==> src/rtl/seq_det_pkg.sv <==
// Shared types and helpers for the parametrised serial sequence detector.
package seq_det_pkg;

  typedef enum {MODE_NONOVL = 0, MODE_OVL = 1} seq_mode_e;

  localparam int unsigned PAT_W_MAX = 32;
  localparam int unsigned CNT_W_MAX = 32;

  // Increment cnt, holding at 2^width-1 instead of wrapping.
  function automatic logic [CNT_W_MAX-1:0] sat_inc(input logic [CNT_W_MAX-1:0] cnt,
                                                   input int unsigned width);
    logic [CNT_W_MAX:0] lim;
    lim = ((CNT_W_MAX+1)'(1) << width) - 1'b1;
    return ({1'b0, cnt} >= lim) ? cnt : cnt + 1'b1;
  endfunction

endpackage

==> src/rtl/seq_det_sat_cnt.sv <==
// Saturating match counter: clr has priority over inc; holds at all-ones.
module seq_det_sat_cnt
  import seq_det_pkg::*;
#(
  parameter int unsigned CNT_W = 8
) (
  input  logic             clk,
  input  logic             rst,
  input  logic             clr,
  input  logic             inc,
  output logic [CNT_W-1:0] cnt
);

  logic [CNT_W_MAX-1:0] cnt_ext;

  assign cnt_ext = CNT_W_MAX'(cnt);

  always_ff @(posedge clk or negedge rst) begin
    if (!rst) begin
      cnt <= '0;
    end else if (clr) begin
      cnt <= '0;
    end else if (inc) begin
      cnt <= CNT_W'(sat_inc(cnt_ext, CNT_W));
    end
  end

endmodule

==> src/rtl/seq_det_param.sv <==
// Runtime-programmable PAT_W-bit serial pattern detector with overlap select
// and saturating match counter. Optional don't-care mask: SEQ_DET_MASK_EN.
module seq_det_param
  import seq_det_pkg::*;
#(
  parameter int unsigned PAT_W = 4,
  parameter int unsigned CNT_W = 8
) (
  input  logic             clk,
  input  logic             rst,
  input  logic             clr,
  input  logic             mode_ovl,
  input  logic [PAT_W-1:0] pat,
`ifdef SEQ_DET_MASK_EN
  input  logic [PAT_W-1:0] pat_mask,
`endif
  input  logic             in_valid,
  input  logic             in_d,
  output logic             dout,
  output logic             armed,
  output logic [CNT_W-1:0] match_cnt
);

  localparam int unsigned FILL_W = $clog2(PAT_W + 1);
  localparam logic [FILL_W-1:0] FILL_FULL = FILL_W'(PAT_W);
  localparam logic [FILL_W-1:0] FILL_NEAR = FILL_W'(PAT_W - 1);

  generate
    if (PAT_W < 2 || PAT_W > PAT_W_MAX) begin : g_bad_pat_w
      $error("seq_det_param: PAT_W out of range 2..32");
    end
    if (CNT_W < 1 || CNT_W > CNT_W_MAX) begin : g_bad_cnt_w
      $error("seq_det_param: CNT_W out of range 1..32");
    end
  endgenerate

  // Only the newest PAT_W-1 bits can contribute to a future window, so the
  // oldest bit of the PAT_W history is never stored.
  logic [PAT_W-2:0]  hist;
  logic [FILL_W-1:0] fill;
  logic [PAT_W-1:0]  hist_nx;
  logic [PAT_W-1:0]  cmp_mask;
  logic              match;
  seq_mode_e         mode;

`ifdef SEQ_DET_MASK_EN
  assign cmp_mask = pat_mask;
`else
  assign cmp_mask = '1;
`endif

  assign mode    = seq_mode_e'(mode_ovl);
  assign hist_nx = {hist, in_d};
  assign match   = in_valid && (fill >= FILL_NEAR) && (((hist_nx ^ pat) & cmp_mask) == '0);
  assign armed   = (fill == FILL_FULL);

  always_ff @(posedge clk or negedge rst) begin
    if (!rst) begin
      hist <= '0;
      fill <= '0;
      dout <= 1'b0;
    end else if (clr) begin
      hist <= '0;
      fill <= '0;
      dout <= 1'b0;
    end else if (in_valid) begin
      hist <= hist_nx[PAT_W-2:0];
      dout <= match;
      if (match && mode == MODE_NONOVL) begin
        fill <= '0;
      end else if (fill != FILL_FULL) begin
        fill <= fill + 1'b1;
      end
    end else begin
      dout <= 1'b0;
    end
  end

  seq_det_sat_cnt #(
    .CNT_W (CNT_W)
  ) u_cnt (
    .clk (clk),
    .rst (rst),
    .clr (clr),
    .inc (match),
    .cnt (match_cnt)
  );

endmodule
==> config.mk <==
export PLATFORM = sky130hd
export DESIGN_NAME = seq_det_param
export DESIGN_NICKNAME = d
export VERILOG_FILES = /design/src/rtl/seq_det_pkg.sv /design/src/rtl/seq_det_sat_cnt.sv /design/src/rtl/seq_det_param.sv
export SDC_FILE = /design/constraint.sdc
export NUM_CORES = 1
export LEC_CHECK = 0
export BUFFER_PORTS_ARGS = -buffer_cell sky130_fd_sc_hd__clkbuf_2
export CELL_PAD_IN_SITES_DETAIL_PLACEMENT = 1
export CELL_PAD_IN_SITES_GLOBAL_PLACEMENT = 2
export CORE_MARGIN = 4
export CORE_UTILIZATION = 35
export CTS_CLUSTER_SIZE = 10
export DETAILED_ROUTE_END_ITERATION = 7
export PLACE_DENSITY = 0.81
export SLEW_MARGIN = 20
export SYNTH_ARGS = -nofsm -noshare
export SYNTH_HDL_FRONTEND = slang
export SYNTH_SLANG_ARGS = --single-unit
==> constraint.sdc <==
create_clock -name clk -period 4.85 [get_ports clk]
set_input_delay 0.7275 -clock clk [delete_from_list [all_inputs] [get_ports clk]]
set_output_delay 0.7275 -clock clk [all_outputs]
set_load 0.05 [all_outputs]
==> results of run 1 <==
## through the flow
stage | power [mW] | instance area, um2
after floorplan | 0.157 | 928
after global placement | 0.166 | 1020
after detailed placement | 0.167 | 1020
after CTS | 0.240 | 1050
after global routing | 0.252 | 1050
final | 0.236 | 1050
## registers in the layout, indices dropped and copies added (netlist names)
signal	cells
u_cnt.cnt	8
dout	1
fill	3
hist	3
## cell usage after synthesis
master / instances
a211o_2: 1
a21boi_0: 1
a21oi_1: 5
and2_1: 1
and4_1: 1
buf_2: 1
buf_6: 2
clkbuf_8: 1
dfrtp_1: 15
ha_1: 4
inv_1: 8
mux2_2: 2
mux2i_1: 3
nand2_1: 2
nand3_1: 3
nand4_1: 3
nand4_4: 1
nor2_1: 8
nor2b_1: 3
nor3_1: 3
nor4_1: 1
o211ai_2: 1
o21a_1: 2
o21ai_0: 1
o22ai_1: 1
o311ai_0: 1
o31ai_1: 3
o41ai_1: 2
or2_2: 1
or3_1: 1
or4_1: 3
xnor2_1: 2
xnor2_2: 3
## per-layer routing
layer,vias to the layer above,track usage,part of all wire
li1,363,-,-
met1,377,0.172,0.45
met2,11,0.245,0.51
met3,4,0.0196,0.031
met4,0,0.0475,0.012
met5,-,0,0
## cell families after synthesis
kind of cell / synth area share
AND/OR/NAND/NOR: 0.197
multiplexers: 0.0566
flip-flops: 0.404
AO/OA/AOI/OAI: 0.140
buffers and inverters: 0.0768
adder cells (fa/ha/maj): 0.0539
XOR/XNOR: 0.0714
## power groups by stage
stage               combinational [mW]  clock, mW  sequential, mW
floorplan                       0.0241          0           0.133
global placement                0.0325          0           0.133
detailed placement              0.0339          0           0.133
CTS                             0.0339     0.0750           0.131
global route                    0.0383     0.0825           0.131
finish                          0.0331     0.0716           0.131
## worst register-to-register path: stages (launching register included)
cell and delay, ns:
dfrtp_1 0.45, ha_1 0.28, nand3_1 0.11, o211ai_2 0.25
nor4_1 0.32, mux2_2 0.36
## final cells by class
cell class | instances | area (um2)
Clock buffer | 4 | 26.3
Inverter | 8 | 30.0
Multi-Input combinational cell | 63 | 482
Tap cell | 30 | 37.5
Fill cell | 292 | 1450
Sequential cell | 15 | 375
Timing Repair Buffer | 19 | 95.1
## final timing paths
| check | to | slack (ns) |
|---|---|---|
| max in group asynchronous | u_cnt.cnt[5] | 4.21 |
| max | armed | 2.76 |
| min | u_cnt.cnt[7] | 0.36 |
| min reg2reg | hist[2] | 0.60 |
| min in group clk | hist[2] | 0.60 |
| max reg2reg | u_cnt.cnt[5] | 2.97 |
==> impl_metrics.toml, run 1 <==
[status]
outcome = "completed"

[cells_and_area]
area_delta_synth_final_pct = 12.7
antenna_cells = 0
mostFrequentLayoutCells = "19 x clkbuf_2, 15 x dfrtp_1, 8 x inv_1, 8 x nor2_1, 5 x a21oi_1"
fin_util = 0.418
nets = 124
fin_cells = 139
layout-drive-gt1-share = 0.284
final_common_cell = "clkbuf_2"

[clocking]
path_clk_slew_ns = 0.09
cts-root-buf = "clkbuf_4"
clock_latency_ns = 0.28
ctsResizeCount = 0
postCtsSetupRepairBufs = 0
clockBufferDepth = 2
cts.sinks = 15
cts_made_buffers = 3
cts_tree = "built"
cts_hold_buf = 0
cts_htree_levels = 1

[critical_path]
reg2reg_depth = 5
critical_path.slowest_cell = "dfrtp_1"
crit_start = "fill[0]"
worstPathMaxFanout = 4
cp_cell_sequence = "inv_1 > ha_1 > and2_1 > clkbuf_2"
slowest_delay_ns = 0.43
cp-start-kind = "flop"
cp.arrival_ns = 1.36
r2r-start = "u_cnt.cnt[0]"
cp_num_cells = 4
path_class = "flop to output pin"
required_ns = 4.12
path_delay_family = "flip-flops"
crit_path_end_kind = "output pin"
path_buf_inv = 2

[global_routing]
antenna_found_initial = 0
grt_pass1_wl_um = 3730
gr-total-overflow = 0
grt.total_usage = 0.139
grt_pass1_vias = 835
grt_max_degree = 17

[sta]
fmax_mhz = 480
setup_tns_ns = 0
clock_skew_ns = 0.00337
finalHoldViolCount = 0
finalMaxSlewViolations = 0
setup_violations = 0
whs_ns = 0.357
grt_setup_unrepaired = "no"
worstMarginPinSlew_ns = 0.564
slew_headroom = 0.623
post-route-period-util = 0.430
setup_ws_ns = 2.76
fin_crit_ns = 2.09

[drt]
remaining_drc_errors = 0
wl_per_cell_um = 14.7
drtPass1Iterations = 4
viasPerCell = 5.43
vias = 755
routed_wl_um = 2050
drtAntennaViolNets = 0
drt_iter0_drc = 9

[hold_path]
min_path_type = "input port to asynchronous set/reset pin"

[floorplan]
core_area_mm2 = 0.00250
die_y_um = 59.5
num_rows = 18
start_util = 0.371
ioPinCount = 20
die_x_um = 59.5
die_area_mm2 = 0.00354

[place]
hpwlAfterDp_um = 1550
pre_cts_ws_ns = 2.73
dp_cells = 135
port_buffers = 19
place.gp.congestion = 0.724

[logic_synthesis]
syn_area_um2 = 928
synth_warnings = 0
syn_avg_cell_area_um2 = 10.3
yosysTopAreaCellShare = 0.404
synth_area_leaders = "dfrtp_1 40%, ha_1 5.4%, xnor2_2 5.3%"
ys_types = 33
synth-seq-cells = 15
syn_nets = 104
synth_cells = 90
synth_top_area_cell = "dfrtp_1"
ys_seq_area_frac = 0.404

[run]
drv_cap = 0

[pwr]
p_seq_frac = 0.556
swShare = 0.267
p_int_mw = 0.173
p_comb_frac = 0.140
ir_worst_vdd_v = 0.000139
switchingPower_mw = 0.0630
p_clk_frac = 0.304
powerDensity_mw_per_mm2 = 225
power_leakage_nw = 0.481
(Power assumes the default switching activity.)
==> run 2, diff against run 1 <==
--- a/config.mk
+++ b/config.mk
@@ -9,10 +9,10 @@
 export CELL_PAD_IN_SITES_DETAIL_PLACEMENT = 1
 export CELL_PAD_IN_SITES_GLOBAL_PLACEMENT = 2
 export CORE_MARGIN = 4
-export CORE_UTILIZATION = 35
+export CORE_UTILIZATION = 29
 export CTS_CLUSTER_SIZE = 10
 export DETAILED_ROUTE_END_ITERATION = 7
-export PLACE_DENSITY = 0.81
+export PLACE_DENSITY = 0.72
 export SLEW_MARGIN = 20
 export SYNTH_ARGS = -nofsm -noshare
 export SYNTH_HDL_FRONTEND = slang
==> constraint.sdc (replaced) <==
create_clock -name clk -period 1.9 [get_ports clk]
set_input_delay 0.285 -clock clk [delete_from_list [all_inputs] [get_ports clk]]
set_output_delay 0.285 -clock clk [all_outputs]
set_load 0.05 [all_outputs]
==> impl_metrics.toml, run 2 (same netlist as run 1, synthesis figures left out) <==
[status]
outcome = "completed"

[sta]
setup_tns_ns = 0
grt_setup_unrepaired = "no"
clock_skew_ns = 0.000715
post-route-period-util = 0.934
slew_headroom = 0.671
worstMarginPinSlew_ns = 0.489
finalMaxSlewViolations = 0
finalHoldViolCount = 0
fin_crit_ns = 1.77
fmax_mhz = 564
setup_violations = 0

[global_routing]
grt_pass1_vias = 822
grt.busiest_layer = "met2"
grt_use_met2 = 0.204
antenna_found_initial = 0
use_met1 = 0.145
grt.met3_usage = 0.0191
grt.total_usage = 0.120
grt_pass1_wl_um = 3810
grt_max_degree = 16
gr-total-overflow = 0

[drt]
drt_iter0_drc = 10
vias = 751
remaining_drc_errors = 0
routed_wl_um = 2220
viasPerCell = 4.66
drtPass1Iterations = 4
wl_per_cell_um = 13.8
drtAntennaViolNets = 0

[clocking]
clockBufferDepth = 2
path_clk_slew_ns = 0.10
cts-root-buf = "clkbuf_4"
cts.sinks = 15
cts_made_buffers = 3
clock_latency_ns = 0.30
cts_tree = "built"
cts_htree_levels = 1

[cells_and_area]
mostFrequentLayoutCells = "19 x clkbuf_2, 14 x dfrtp_1, 8 x inv_1, 8 x nor2_1, 7 x buf_4"
fin_util = 0.376
largest_reg_flops = 8
area_delta_synth_final_pct = 23.6
final_common_cell = "clkbuf_2"
top_regs = "u_cnt.cnt x8, fill x3, hist x3"
nets = 132
antenna_cells = 0
largest_register = "u_cnt.cnt"
layout-drive-gt1-share = 0.350
fillCellCount = 382

[pwr]
ir_worst_vdd_v = 0.000195
powerDensity_mw_per_mm2 = 551
power_leakage_nw = 0.525
power_mw = 0.632

[floorplan]
core_area_mm2 = 0.00305
die_area_mm2 = 0.00417
die_x_um = 64.6
ioPinCount = 20
start_util = 0.304
num_rows = 20
die_y_um = 64.6

[critical_path]
required_ns = 2.09
crit_path_end_kind = "flop"
path_class = "flop to flop"
critical_path.slowest_cell = "dfrtp_1"
cp_cell_sequence = "ha_1 > ha_1 > a211o_2 > nand4_4 > nor4_2 > mux2_2"
cp.arrival_ns = 1.97
slowest_delay_ns = 0.38
cp-start-kind = "flop"
worstPathMaxFanout = 13
crit_path_frequent_cell = "ha_1"

[run]
drv_cap = 0

[place]
port_buffers = 19
place.gp.congestion = 0.679
hpwlAfterDp_um = 1670

[hold_path]
min_path_type = "input port to flop"
[run 2: layout make-up]
type                    instances  area (um2)  share of cell area
clock buffers                   4        26.3              0.0229
well taps                      44        55.1              0.0480
multi-input cells              63         502               0.437
inverters                       8        30.0              0.0262
repair buffers                 27         158               0.137
flip-flops and latches         15         377               0.328
[run 2: metrics by stage]
step           setup WS, ns  hold WS, ns  cell area [um2]  cells
2_1_floorplan        0.0141      -0.0106              930     90
3_3_place_gp          0.133        0.231             1080    155
3_5_place_dp          0.102        0.232             1080    155
4_1_cts              0.0550        0.264             1120    160
5_1_grt             0.00258        0.297             1150    161
6_report              0.126        0.273             1150    161
[run 2: worst max-delay path: cells and delay by family (launching register included)]
| kind | cells | cell delay (ns) |
|---|---|---|
| fa+ha+maj | 2 | 0.31 |
| compound gates | 1 | 0.12 |
| mux | 1 | 0.37 |
| simple gates | 2 | 0.49 |
| flops | 1 | 0.38 |
[run 2: where the power goes]
| part | internal, mW | switching, mW |
|---|---|---|
| logic | 0.0415 | 0.0561 |
| registers | 0.326 | 0.00588 |
| clock network | 0.0819 | 0.120 |
| total | 0.449 | 0.182 |
[run 2: what timing repair did]
item	in CTS	in global routing
endpoints found under the setup margin	0	3
setup buffers	0	1
hold buffers	1	0
hold endpoints to repair	15	0
gates resized for setup	0	3
[run 2: per-layer routing]
layer / wire (um) / share of wire / vias up
li1: - / - / 376
met1: 959 / 0.43 / 358
met2: 1140 / 0.51 / 13
met3: 78 / 0.035 / 4
met4: 40 / 0.018 / 0
met5: 0 / 0 / -
[run 2: path summary, 6_finish.rpt]
check | start | end | slack (ns) | depth (start not counted)
worst max-delay path | fill[1] | u_cnt.cnt[5] | 0.13 | 6
worst min register to register | hist[2] | hist[2] | 0.61 | 2
worst min-delay path | in_d | hist[0] | 0.27 | 3
min in group asynchronous | rst | u_cnt.cnt[3] | 0.43 | 2
max in group asynchronous | rst | u_cnt.cnt[0] | 1.18 | 2
worst max register to register | fill[1] | u_cnt.cnt[5] | 0.13 | 6
==> run 3, diff against run 2 <==
--- a/config.mk
+++ b/config.mk
@@ -8,11 +8,10 @@
 export BUFFER_PORTS_ARGS = -buffer_cell sky130_fd_sc_hd__clkbuf_2
 export CELL_PAD_IN_SITES_DETAIL_PLACEMENT = 1
 export CELL_PAD_IN_SITES_GLOBAL_PLACEMENT = 2
-export CORE_MARGIN = 4
 export CORE_UTILIZATION = 29
 export CTS_CLUSTER_SIZE = 10
 export DETAILED_ROUTE_END_ITERATION = 7
-export PLACE_DENSITY = 0.72
+export PLACE_DENSITY = 0.74
 export SLEW_MARGIN = 20
 export SYNTH_ARGS = -nofsm -noshare
 export SYNTH_HDL_FRONTEND = slang
==> impl_metrics.toml, run 3 (same netlist as run 1, synthesis figures left out) <==
[critical_path]
path_class = "flop to flop"
crit_path_end_kind = "flop"
r2r_end = "u_cnt.cnt[1]"
r2r-start = "fill[1]"
cp-start-kind = "flop"
worstPathMaxFanout = 13
cp.arrival_ns = 1.91
reg2reg_depth = 7
r2r_slack_ns = 0.17
required_ns = 2.08

[clocking]
cts_tree = "built"
path_clk_slew_ns = 0.09
clockBufferDepth = 2
cts.sinks = 15
clock_latency_ns = 0.28
cts_htree_levels = 1
cts_made_buffers = 3
cts-root-buf = "clkbuf_4"

[cells_and_area]
layout-drive-gt1-share = 0.336
fin_area_mm2 = 0.00113
largest_reg_flops = 8
antenna_cells = 0
largest_register = "u_cnt.cnt"
area_delta_synth_final_pct = 22.2
final_common_cell = "clkbuf_2"
nets = 131
mostFrequentLayoutCells = "19 x clkbuf_2, 14 x dfrtp_1, 8 x inv_1, 8 x nor2_1, 6 x buf_4"
top_regs = "u_cnt.cnt x8, fill x3, hist x3"
fin_cells = 160

[pwr]
powerDensity_mw_per_mm2 = 541
p_seq_frac = 0.541
switchingPower_mw = 0.164
p_int_mw = 0.449
swShare = 0.268
power_mw = 0.614
ir_worst_vdd_v = 0.000203
power_leakage_nw = 0.520
p_comb_frac = 0.159
p_clk_frac = 0.300

[floorplan]
core_area_mm2 = 0.00305
die_area_mm2 = 0.00343
die_x_um = 58.6
num_rows = 20
start_util = 0.304
die_y_um = 58.6
ioPinCount = 20

[sta]
fmax_mhz = 578
fin_crit_ns = 1.73
post-route-period-util = 0.910
finalMaxSlewViolations = 0
worstMarginPinSlew_ns = 0.521
setup_tns_ns = 0
finalHoldViolCount = 0
clock_skew_ns = 0.00470
whs_ns = 0.296
slew_headroom = 0.650
grt_setup_unrepaired = "no"
setup_violations = 0

[hold_path]
min_path_type = "input port to flop"
hold_depth = 3
hold_end = "hist[0]"
min-delay-start = "in_d"

[place]
hpwlAfterDp_um = 1560
dpl_cell_area_mm2 = 0.00108
port_buffers = 19
place.gp.congestion = 0.708
dp_cells = 154

[global_routing]
grt.total_usage = 0.131
gr-total-overflow = 0
grt_pass1_wl_um = 3390
antenna_found_initial = 0
grt_pass1_vias = 747
grt_max_degree = 16

[drt]
remaining_drc_errors = 0
drtPass1Iterations = 4
wl_per_cell_um = 12.4
routed_wl_um = 1990
drt_iter0_drc = 7
viasPerCell = 4.76
drtAntennaViolNets = 0
vias = 762

[status]
outcome = "completed"

[run]
drv_cap = 0
run 3: layout make-up:
type | count | area, um2
Fill cell | 383 | 1920
Multi-Input combinational cell | 63 | 497
Sequential cell | 15 | 377
Timing Repair Buffer | 26 | 150
Tap cell | 44 | 55.1
Inverter | 8 | 30.0
Clock buffer | 4 | 26.3
run 3: repair_timing:
| action | in CTS | in global routing |
|---|---|---|
| hold buffers | 1 | 0 |
| resized for setup | 0 | 2 |
| setup endpoints to repair | 0 | 3 |
| buffers inserted | 0 | 1 |
| endpoints found under the hold margin | 15 | 0 |
run 3: worst max path at each step:
stage / from / to / depth (start not counted)
global placement: u_cnt.cnt[0] / u_cnt.cnt[5] / 5
finish: fill[1] / u_cnt.cnt[1] / 7
global route: fill[1] / u_cnt.cnt[3] / 6
detailed placement: fill[0] / u_cnt.cnt[5] / 6
CTS: fill[0] / u_cnt.cnt[5] / 6
floorplan: u_cnt.cnt[1] / u_cnt.cnt[7] / 6
run 3: power groups by stage:
stage	logic, mW	registers (mW)	clock network [mW]
after floorplan	0.0614	0.339	0
after global placement	0.0884	0.340	0
after detailed placement	0.0904	0.340	0
after CTS	0.0921	0.334	0.194
after global routing	0.110	0.333	0.205
final	0.0973	0.332	0.184
run 3: worst max-delay path, cell delays in order (launching register included):
cell and delay, ns:
dfrtp_1 0.41, ha_1 0.19, ha_1 0.18, a211o_2 0.33, nand4_4 0.14, buf_4 0.16, nor3_1 0.05, o21a_1 0.19
run 3: layer usage:
metal	global-route usage	wire [um]	vias up
li1	-	-	380
met1	0.170	968	373
met2	0.223	991	9
met3	0.0132	30	0
met4	0.0510	0	0
met5	0	0	-
run 3: metrics by stage:
stage,setup slack [ns],util
finish,0.170,0.372
global route,0.0349,0.372
CTS,0.0601,0.364
detailed placement,0.0804,0.352
global placement,0.125,0.352
floorplan,0.0141,-
